File: config.mk
export PLATFORM = sky130hd
export DESIGN_NAME = r_i_cpu_mc
export DESIGN_NICKNAME = d
export VERILOG_FILES = /design/src/rtl/r_i_cpu_pkg.sv /design/src/rtl/r_i_alu.sv /design/src/rtl/r_i_cpu_mc.sv
export SDC_FILE = /design/constraint.sdc
export NUM_CORES = 2
export LEC_CHECK = 0
export CAP_MARGIN = 20
export CORE_MARGIN = 1
export CORE_UTILIZATION = 40
export CTS_CLUSTER_SIZE = 28
export DETAILED_ROUTE_END_ITERATION = 10
export HOLD_SLACK_MARGIN = 0.1
export MAX_ROUTING_LAYER = met4
export SYNTH_ARGS = -nofsm -noshare
export SYNTH_HDL_FRONTEND = slang
export SYNTH_SLANG_ARGS = --single-unit
export TNS_END_PERCENT = 1
File: constraint.sdc
create_clock -name clka -period 49.9 [get_ports clka]
set_clock_uncertainty 0.15 [all_clocks]
set_input_delay 9.98 -clock clka [delete_from_list [all_inputs] [get_ports clka]]
set_output_delay 9.98 -clock clka [all_outputs]
set_load 0.01 [all_outputs]
File: src/rtl/r_i_cpu_pkg.sv
// Shared encodings, ALU operation set, FSM states and instruction-field
// helpers for the multi-cycle R/I-type core.
package r_i_cpu_pkg;

    localparam logic [5:0] OP_RTYPE = 6'b000000;
    localparam logic [5:0] OP_ADDI  = 6'b001000;
    localparam logic [5:0] OP_SLTI  = 6'b001010;
    localparam logic [5:0] OP_ANDI  = 6'b001100;
    localparam logic [5:0] OP_ORI   = 6'b001101;
    localparam logic [5:0] OP_XORI  = 6'b001110;
    localparam logic [5:0] OP_LUI   = 6'b001111;

    localparam logic [5:0] FN_SLL = 6'b000000;
    localparam logic [5:0] FN_SRL = 6'b000010;
    localparam logic [5:0] FN_ADD = 6'b100000;
    localparam logic [5:0] FN_SUB = 6'b100010;
    localparam logic [5:0] FN_AND = 6'b100100;
    localparam logic [5:0] FN_OR  = 6'b100101;
    localparam logic [5:0] FN_XOR = 6'b100110;
    localparam logic [5:0] FN_NOR = 6'b100111;
    localparam logic [5:0] FN_SLT = 6'b101010;

    typedef enum logic [3:0] {
        ALU_ADD, ALU_SUB, ALU_AND, ALU_OR, ALU_XOR,
        ALU_NOR, ALU_SLT, ALU_SLL, ALU_SRL, ALU_LUI
    } alu_op_t;

    typedef enum logic [2:0] {
        ST_FETCH, ST_DECODE, ST_EXEC, ST_WB, ST_HALT
    } state_t;

    function automatic logic [5:0] f_op(input logic [31:0] ir);
        return ir[31:26];
    endfunction

    function automatic logic [4:0] f_rs(input logic [31:0] ir);
        return ir[25:21];
    endfunction

    function automatic logic [4:0] f_rt(input logic [31:0] ir);
        return ir[20:16];
    endfunction

    function automatic logic [4:0] f_rd(input logic [31:0] ir);
        return ir[15:11];
    endfunction

    function automatic logic [4:0] f_shamt(input logic [31:0] ir);
        return ir[10:6];
    endfunction

    function automatic logic [5:0] f_funct(input logic [31:0] ir);
        return ir[5:0];
    endfunction

    function automatic logic [15:0] f_imm(input logic [31:0] ir);
        return ir[15:0];
    endfunction

endpackage

File: src/rtl/r_i_alu.sv
// Combinational ALU for the R/I-type core; overflow is meaningful only for
// signed add/sub and is forced low for every other operation.
module r_i_alu
    import r_i_cpu_pkg::*;
#(
    parameter int DW = 32
) (
    input  logic [DW-1:0] a,
    input  logic [DW-1:0] b,
    input  alu_op_t       alu_op,
    input  logic [4:0]    shamt,
    output logic [DW-1:0] result,
    output logic          overflow
);

    logic [DW-1:0] sum;
    logic [DW-1:0] diff;
    logic          big_shift;

    assign sum       = a + b;
    assign diff      = a - b;
    // Only reachable for DW < 32; the shift result is defined as zero there.
    assign big_shift = int'(shamt) >= DW;

    always_comb begin
        result   = '0;
        overflow = 1'b0;
        case (alu_op)
            ALU_ADD: begin
                result   = sum;
                overflow = (a[DW-1] == b[DW-1]) && (sum[DW-1] != a[DW-1]);
            end
            ALU_SUB: begin
                result   = diff;
                overflow = (a[DW-1] != b[DW-1]) && (diff[DW-1] != a[DW-1]);
            end
            ALU_AND: result = a & b;
            ALU_OR:  result = a | b;
            ALU_XOR: result = a ^ b;
            ALU_NOR: result = ~(a | b);
            ALU_SLT: result = DW'($signed(a) < $signed(b));
            ALU_SLL: result = big_shift ? '0 : (b << shamt);
            ALU_SRL: result = big_shift ? '0 : (b >> shamt);
            ALU_LUI: result = b;
            default: result = '0;
        endcase
    end

endmodule

File: src/rtl/r_i_cpu_mc.sv
// Multi-cycle R/I-type core: handshake fetch, decode, execute, write-back,
// with optional overflow trap and sticky halt on illegal instructions.
//
// state  | meaning
// FETCH  | imem_req held with imem_addr=PC until imem_ack; IR latched on ack
// DECODE | read rs/rt, extend imm, pick ALU op; illegal word goes to HALT
// EXEC   | ALU result/flags registered into douta/ofa/zfa, retire raised
// WB     | register write (unless trapped), PC+1, re-arm fetch request
// HALT   | outputs frozen, no requests; only rsta leaves
module r_i_cpu_mc
    import r_i_cpu_pkg::*;
#(
    parameter int             DW       = 32,
    parameter int             IAW      = 8,
    parameter logic [IAW-1:0] RESET_PC = '0,
    parameter int             OF_TRAP  = 0
) (
    input  logic           clka,
    input  logic           rsta,
    output logic           imem_req,
    output logic [IAW-1:0] imem_addr,
    input  logic           imem_ack,
    input  logic [31:0]    imem_data,
    output logic [DW-1:0]  douta,
    output logic           ofa,
    output logic           zfa,
    output logic           retire,
    output logic           halted
);

    state_t         state;
    logic [IAW-1:0] pc;
    logic [31:0]    ir;
    logic [DW-1:0]  regs [32];
    logic [DW-1:0]  op_a;
    logic [DW-1:0]  op_b;
    alu_op_t        op_q;
    logic [4:0]     shamt_q;
    logic [4:0]     dest_q;

    logic [5:0]     opc;
    logic [5:0]     fn;
    logic [4:0]     rs;
    logic [4:0]     rt;
    logic [4:0]     rd;
    logic [15:0]    imm;
    logic [DW-1:0]  rs_val;
    logic [DW-1:0]  rt_val;
    logic [DW-1:0]  imm_sx;
    logic [DW-1:0]  imm_zx;
    logic [DW-1:0]  lui_val;

    alu_op_t        dec_op;
    logic [DW-1:0]  dec_b;
    logic [4:0]     dec_dest;
    logic           illegal;

    logic [DW-1:0]  alu_res;
    logic           alu_of;

    assign imem_addr = pc;

    assign opc     = f_op(ir);
    assign fn      = f_funct(ir);
    assign rs      = f_rs(ir);
    assign rt      = f_rt(ir);
    assign rd      = f_rd(ir);
    assign imm     = f_imm(ir);
    assign rs_val  = regs[rs];
    assign rt_val  = regs[rt];
    assign imm_sx  = DW'($signed(imm));
    assign imm_zx  = DW'(imm);
    // Truncation to DW leaves zero when DW=16.
    assign lui_val = DW'({imm, 16'h0000});

    always_comb begin
        illegal  = 1'b0;
        dec_op   = ALU_ADD;
        dec_b    = rt_val;
        dec_dest = rd;
        if (opc == OP_RTYPE) begin
            case (fn)
                FN_ADD:  dec_op = ALU_ADD;
                FN_SUB:  dec_op = ALU_SUB;
                FN_AND:  dec_op = ALU_AND;
                FN_OR:   dec_op = ALU_OR;
                FN_XOR:  dec_op = ALU_XOR;
                FN_NOR:  dec_op = ALU_NOR;
                FN_SLT:  dec_op = ALU_SLT;
                FN_SLL:  dec_op = ALU_SLL;
                FN_SRL:  dec_op = ALU_SRL;
                default: illegal = 1'b1;
            endcase
        end else begin
            dec_dest = rt;
            case (opc)
                OP_ADDI: begin dec_op = ALU_ADD; dec_b = imm_sx;  end
                OP_SLTI: begin dec_op = ALU_SLT; dec_b = imm_sx;  end
                OP_ANDI: begin dec_op = ALU_AND; dec_b = imm_zx;  end
                OP_ORI:  begin dec_op = ALU_OR;  dec_b = imm_zx;  end
                OP_XORI: begin dec_op = ALU_XOR; dec_b = imm_zx;  end
                OP_LUI:  begin dec_op = ALU_LUI; dec_b = lui_val; end
                default: illegal = 1'b1;
            endcase
        end
    end

    r_i_alu #(.DW(DW)) u_alu (
        .a        (op_a),
        .b        (op_b),
        .alu_op   (op_q),
        .shamt    (shamt_q),
        .result   (alu_res),
        .overflow (alu_of)
    );

    // douta/ofa double as the EXEC result registers that WB writes back.
    always_ff @(posedge clka or posedge rsta) begin
        if (rsta) begin
            state    <= ST_FETCH;
            pc       <= RESET_PC;
            ir       <= '0;
            op_a     <= '0;
            op_b     <= '0;
            op_q     <= ALU_ADD;
            shamt_q  <= '0;
            dest_q   <= '0;
            imem_req <= 1'b0;
            douta    <= '0;
            ofa      <= 1'b0;
            zfa      <= 1'b0;
            retire   <= 1'b0;
            halted   <= 1'b0;
            for (int i = 0; i < 32; i++) regs[i] <= '0;
        end else begin
            retire <= 1'b0;
            case (state)
                ST_FETCH: begin
                    if (!imem_req) begin
                        imem_req <= 1'b1;
                    end else if (imem_ack) begin
                        ir       <= imem_data;
                        imem_req <= 1'b0;
                        state    <= ST_DECODE;
                    end
                end
                ST_DECODE: begin
                    if (illegal) begin
                        halted <= 1'b1;
                        state  <= ST_HALT;
                    end else begin
                        op_a    <= rs_val;
                        op_b    <= dec_b;
                        op_q    <= dec_op;
                        shamt_q <= f_shamt(ir);
                        dest_q  <= dec_dest;
                        state   <= ST_EXEC;
                    end
                end
                ST_EXEC: begin
                    douta  <= alu_res;
                    ofa    <= alu_of;
                    zfa    <= (alu_res == '0);
                    retire <= 1'b1;
                    state  <= ST_WB;
                end
                ST_WB: begin
                    if ((dest_q != 5'd0) && !((OF_TRAP != 0) && ofa))
                        regs[dest_q] <= douta;
                    pc       <= pc + 1'b1;
                    imem_req <= 1'b1;
                    state    <= ST_FETCH;
                end
                ST_HALT: state <= ST_HALT;
                default: state <= ST_HALT;
            endcase
        end
    end

endmodule

## After elaboration in Yosys (flattened, before gate mapping)

Cells that the tools add are included.

- Mux-type cells: 28
- Equality and inequality tests: 32
- Bitwise operators: 8
- Shift-type cells: 2
- Magnitude comparators: 5
- $add $sub $neg: 3
- Reduce and logical (&&, ||, !) cells: 19

Operator list:

| kind | count |
|---|---|
| bitwise mux 1024 bit | 1 |
| binary-select mux 32 bit (select 5 bit) | 2 |
| case mux 32 bit (10 select lines) | 1 |
| 2-to-1 mux 32 bit | 6 |
| demux 32 bit (select 5 bit) | 1 |
| case mux 32 bit (3 select lines) | 1 |
| == test 6 bit, second input constant | 7 |
| == test 6 x 4 -> 1 bit, second input constant | 6 |
| adder 32 bit | 1 |
| AND 32 bit | 1 |
| logical NOT 32 bit | 1 |
| less-than comparator 32 bit | 1 |
| inverter 32 bit | 1 |
| OR 32 bit | 1 |
| case mux 4 bit (8 select lines) | 1 |
| << shifter 32 x 5 -> 32 bit | 1 |
| >> shifter 32 x 5 -> 32 bit | 1 |
| subtractor 32 bit | 1 |
| bitwise XOR 32 bit | 1 |
| case mux 4 bit (5 select lines) | 1 |
| >= comparator 6 bit, second input constant | 3 |
| inverter 5 -> 6 bit | 3 |
| == test 4 x 3 -> 1 bit, second input constant | 4 |
| logical NOT 6 bit | 2 |
| 29 further kinds | 48 |

- Register bits: 1182
- Input port bits: 35

## Logic depth before layout (Yosys ltp)

- Depth in word-level cells: 6
- Gate-level depth with buffers: 15
- Mapped depth without buffers: 14

## By module

From an unflattened synthesis, not the netlist that was laid out.

- Cell total of the unflattened synthesis: 5258
- Area, all modules: 69908.3 sq um

Modules (own cells, without submodules):

| module | times used | area each (sq um) | cells each | seq. area each (sq um) |
|---|---|---|---|---|
| r_i_cpu_mc | 1 | 60645.7 | 3923 | 29578.4 |
| r_i_alu | 1 | 9262.6 | 1335 | 0.0 |

## Worst setup path before layout

OpenSTA, ideal clock, no wires.

- Path kind: input-to-reg
- Start point: input port imem_ack
- End point: register ir[0]
- Data arrival time: 10.994 ns
- Required time: 49.625 ns
- Setup time: 0.125 ns
- Path slack: 38.631 ns
- Stages: 4
- Buffers on the path: 1
- Path through: nand3_1 > nor2_1 > clkbuf_1 > mux2_2

- Longest elaborated chain between the ends: 1

RTL lines:

| what | line | RTL |
|---|---|---|
| from (decl) | r_i_cpu_mc.sv:22 | `input logic imem_ack,` |
| AND reduction 3 bit (no line) | - |  |
| to (signal assigned) | r_i_cpu_mc.sv:142 | `ir <= imem_data;` |
| to (decl) | r_i_cpu_mc.sv:33 | `logic [31:0] ir;` |

No other way between the ends.
A chain may end at the register's enable or synchronous reset.

==> metrics.md <==
| Metric | Value |
|---|---|
| Area after DPL | `73,500 um^2` |
| Status | `completed` |
| Final Wtd Congestion | `1.03` |
| Leakage power | `34.2 nW` |
| Total power draw | `3.31 mW` |
| Final slew viol count | `0` |
| Warnings, synthesis | `0` |
| Die Area | `178,000 um^2` |
| Max stage delay cell, worst path | `buf_4` |
| CP required | `50.68 ns` |
| Vias in the first global route | `49,500` |
| Post-CTS sizing | `0` |
| Worst setup EP type | `async pin` |
| Cell family with most CP delay | `buffers and inverters` |
| Grt ovf | `0` |
| Hold_buf cts | `0` |
| Starting Density | `40.5%` |
| Cells along the critical path | `clkdlybuf4s50_1, inv_8, buf_4, buf_4, buf_4, buf_12, buf_4, buf_4, buf_16` |
| Power Density | `approximately 42 nW/um^2` |
| CTS tree | `done` |
| Sequential fraction of the synthesis area | `41.9%` |
| Tightest Hold Check Type | `reg -> reg` |
| Layout cell share with drive strength beyond 1 | `42.5%` |
| Fmax | `67.6 MHz` |
| Top Ports | `80` |
| Starting DRT DRC Count | `slightly above 6,000` |
| Root Driver | `clkbuf_16` |
| Area delta synth->final | `10.6%` |
| Final hold vios | `0` |
| Number of buffers and inverters on the critical path | `9` |
| Synthesized area | `70,700 um^2` |
| Async S/R FF share, synth | `100%` |
| Setup_tns | `0 ns` |
| Cells on Worst Hold Path | `0` |
| Die X | `roughly 420 um` |
| Comb power frac | `between 30% and 40%` |
| Cell mode on critical path | `buf_4` |
| Worst Path Max Fanout | `156` |
| Unrepaired setup endpoints after global routing | `no` |
| TritonCTS Sinks | `1,182` |
| Final min period | `14.79 ns` |
| Setup WS pre-CTS | `33.31 ns` |
| Flop pwr share | `33.9%` |
| Post-route ant nets | `0` |
| Synth area leader | `dfrtp_1` |
| Largest net degree at the start of global routing | `157` |
| Mapped Avg Cell Area | `approximately 13 um^2` |
| Fin nets | `5,219` |
| Max clock buf depth | `3` |
| Post-Layout Inst Area | `between 70,000 and 80,000 um^2` |
| Worst slew pin tran | `1.29 ns` |
| H-tree levels | `4` |
| Most common cell after layout, fill and taps aside | `dfrtp_1` |
| Most frequent cells in the layout | `dfrtp_1, mux2_2, mux4_2` |
| Peak VDD IR | `0.0394 mV` |
| Internal | `2.00 mW` |
| Count of different cell masters after synthesis | `99` |
| Critical path depth | `9` |
| Syn_nets | `5,421` |
| Reg clk slew, reported paths | `0.06 ns` |
| Floorplan core area | `175,000 um^2` |
| Setup-failing EPs final | `0` |
| Final WL | `between 200,000 and 250,000 um` |
| Max-cap violations | `0` |
| Most frequently used flop master after synthesis | `dfrtp_1` |
| Setup ws final | `35.11 ns` |
| Yosys reg bits | `1,182` |
| Average wire per standard cell | `32.7 um` |
| Rows | `between 150 and 200` |
| Detail Placement HPWL | `149,000 um` |
| Vias/cell | `6.53` |
| Post-CTS Setup Inserts | `0` |
| Post-synth EDFFs | `0` |
| Die Ht | `422 um` |
| Worst r2r path cells | `12` |
| Port bufs | `79` |
| Vias | `49,200` |
| Area contributors post-synth | `dfrtp_1, mux4_2, mux2_2, clkbuf_1, ha_1` |
| Clock power share | `30.3%` |
| Num CTS Buffers | `134` |
| Gate Count Post-Synth | `5,287` |
| First-pass GRT wire length | `359,000 um` |
| Critical Path Source Type | `input pin` |
| All-layer global routing usage | `between 20 and 30%` |
| Initial antenna violation count | `14` |
| Relative slew slack | `12.6%` |
| Clock Latency Late Sink | `0.80 ns` |
| Worst setup path class | `in -> async` |
| Sw Share | `39.5%` |
| Worst Path Arrival | `15.57 ns` |
| Synth top area share | `around two fifths` |
| CP max stage delay | `0.83 ns` |
| Final cycle utilization of the critical path | `29.6%` |
| Sw power | `1.31 mW` |
| Residual DRC count | `0` |
| Router iterations before antenna repair | `7` |
[metal layers]
| layer | vias up | wire length, um | GRT usage (%) | part of all wire (%) |
|---|---|---|---|---|
| met4 | 0 | 10400 | 11.3 | 4.2 |
| met5 | - | 0 | - | 0 |
| met2 | 2337 | 113000 | 41.8 | 46 |
| met1 | 26400 | 102000 | 38.2 | 42 |
| met3 | 488 | 20500 | 5.78 | 8.3 |
| li1 | 20000 | - | - | - |
[cells in the mapped netlist (26+ instances only)]
library cell	number
a211oi_1	28
o21ai_0	146
nand3_1	41
mux4_2	689
a21oi_1	156
nor2b_1	32
o211ai_1	27
nor2_1	243
mux2_2	1059
mux2i_1	111
buf_1	114
ha_1	97
nand2_1	228
inv_1	103
nor3_1	49
a221oi_1	32
buf_2	47
nand4_1	26
clkbuf_1	382
dfrtp_1	1182
a22oi_1	40
nor4_1	26
[power by group through the flow]
stage	clock network [mW]	registers [mW]	logic, mW
4_1_cts	1.02	1.12	1.17
2_1_floorplan	0	1.03	0.858
5_1_grt	1.06	1.13	1.24
3_3_place_gp	0	1.14	1.17
3_5_place_dp	0	1.14	1.17
6_report	1.00	1.12	1.19
[per-stage QoR]
stage | util (%) | hold WS, ns | instances
after floorplan | - | 0.291 | 5287
after global placement | 42.1 | 0.227 | 7265
after detailed placement | 42.1 | 0.232 | 7268
after CTS | 44.6 | 0.246 | 7508
after global routing | 44.7 | 0.257 | 7529
final | 44.7 | 0.243 | 7529
[state kept, by name, summed over array words and instances, names as in the netlist]
register   count
imem_addr      8
zfa            1
op_q           4
ir            32
state          3
op_b          32
imem_req       1
regs        1024
halted         1
retire         1
dest_q         5
ofa            1
douta         32
op_a          32
shamt_q        5
[cell type report]
| class | instances | area (um^2) |
|---|---|---|
| clock buffers | 191 | 3860 |
| multi-input cells | 3433 | 38600 |
| fillers | 15600 | 96500 |
| flip-flops and latches | 1182 | 29600 |
| inverters | 104 | 400 |
| repair buffers | 230 | 2080 |
| well taps | 2325 | 2910 |
| diodes | 15 | 37.5 |
| clock inverters | 49 | 586 |
[logic make-up after synthesis]
kind of cell / count (synthesis) / synth area share (%)
and+or+nand+nor: 790 / 5.40
AOI/OAI and AO/OA: 660 / 6.29
xor gates and xnor gates: 20 / 0.248
adders and majority gates: 99 / 1.77
muxes: 1864 / 40.6
buffers and inverters: 672 / 3.85
DFF: 1182 / 41.9
[worst paths after layout]
kind / end / from / slack (ns)
max in group clka: douta[26] / douta[26] / 37.05
min in group asynchronous: regs[284] / rsta / 9.58
worst min-delay path: regs[1019] / regs[1019] / 0.24
worst max-delay path: regs[683] / rsta / 35.11
worst min register to register: regs[1019] / regs[1019] / 0.24
worst max register to register: zfa / op_b[10] / 43.51
Note: power is estimated with default switching activity, not from simulation.
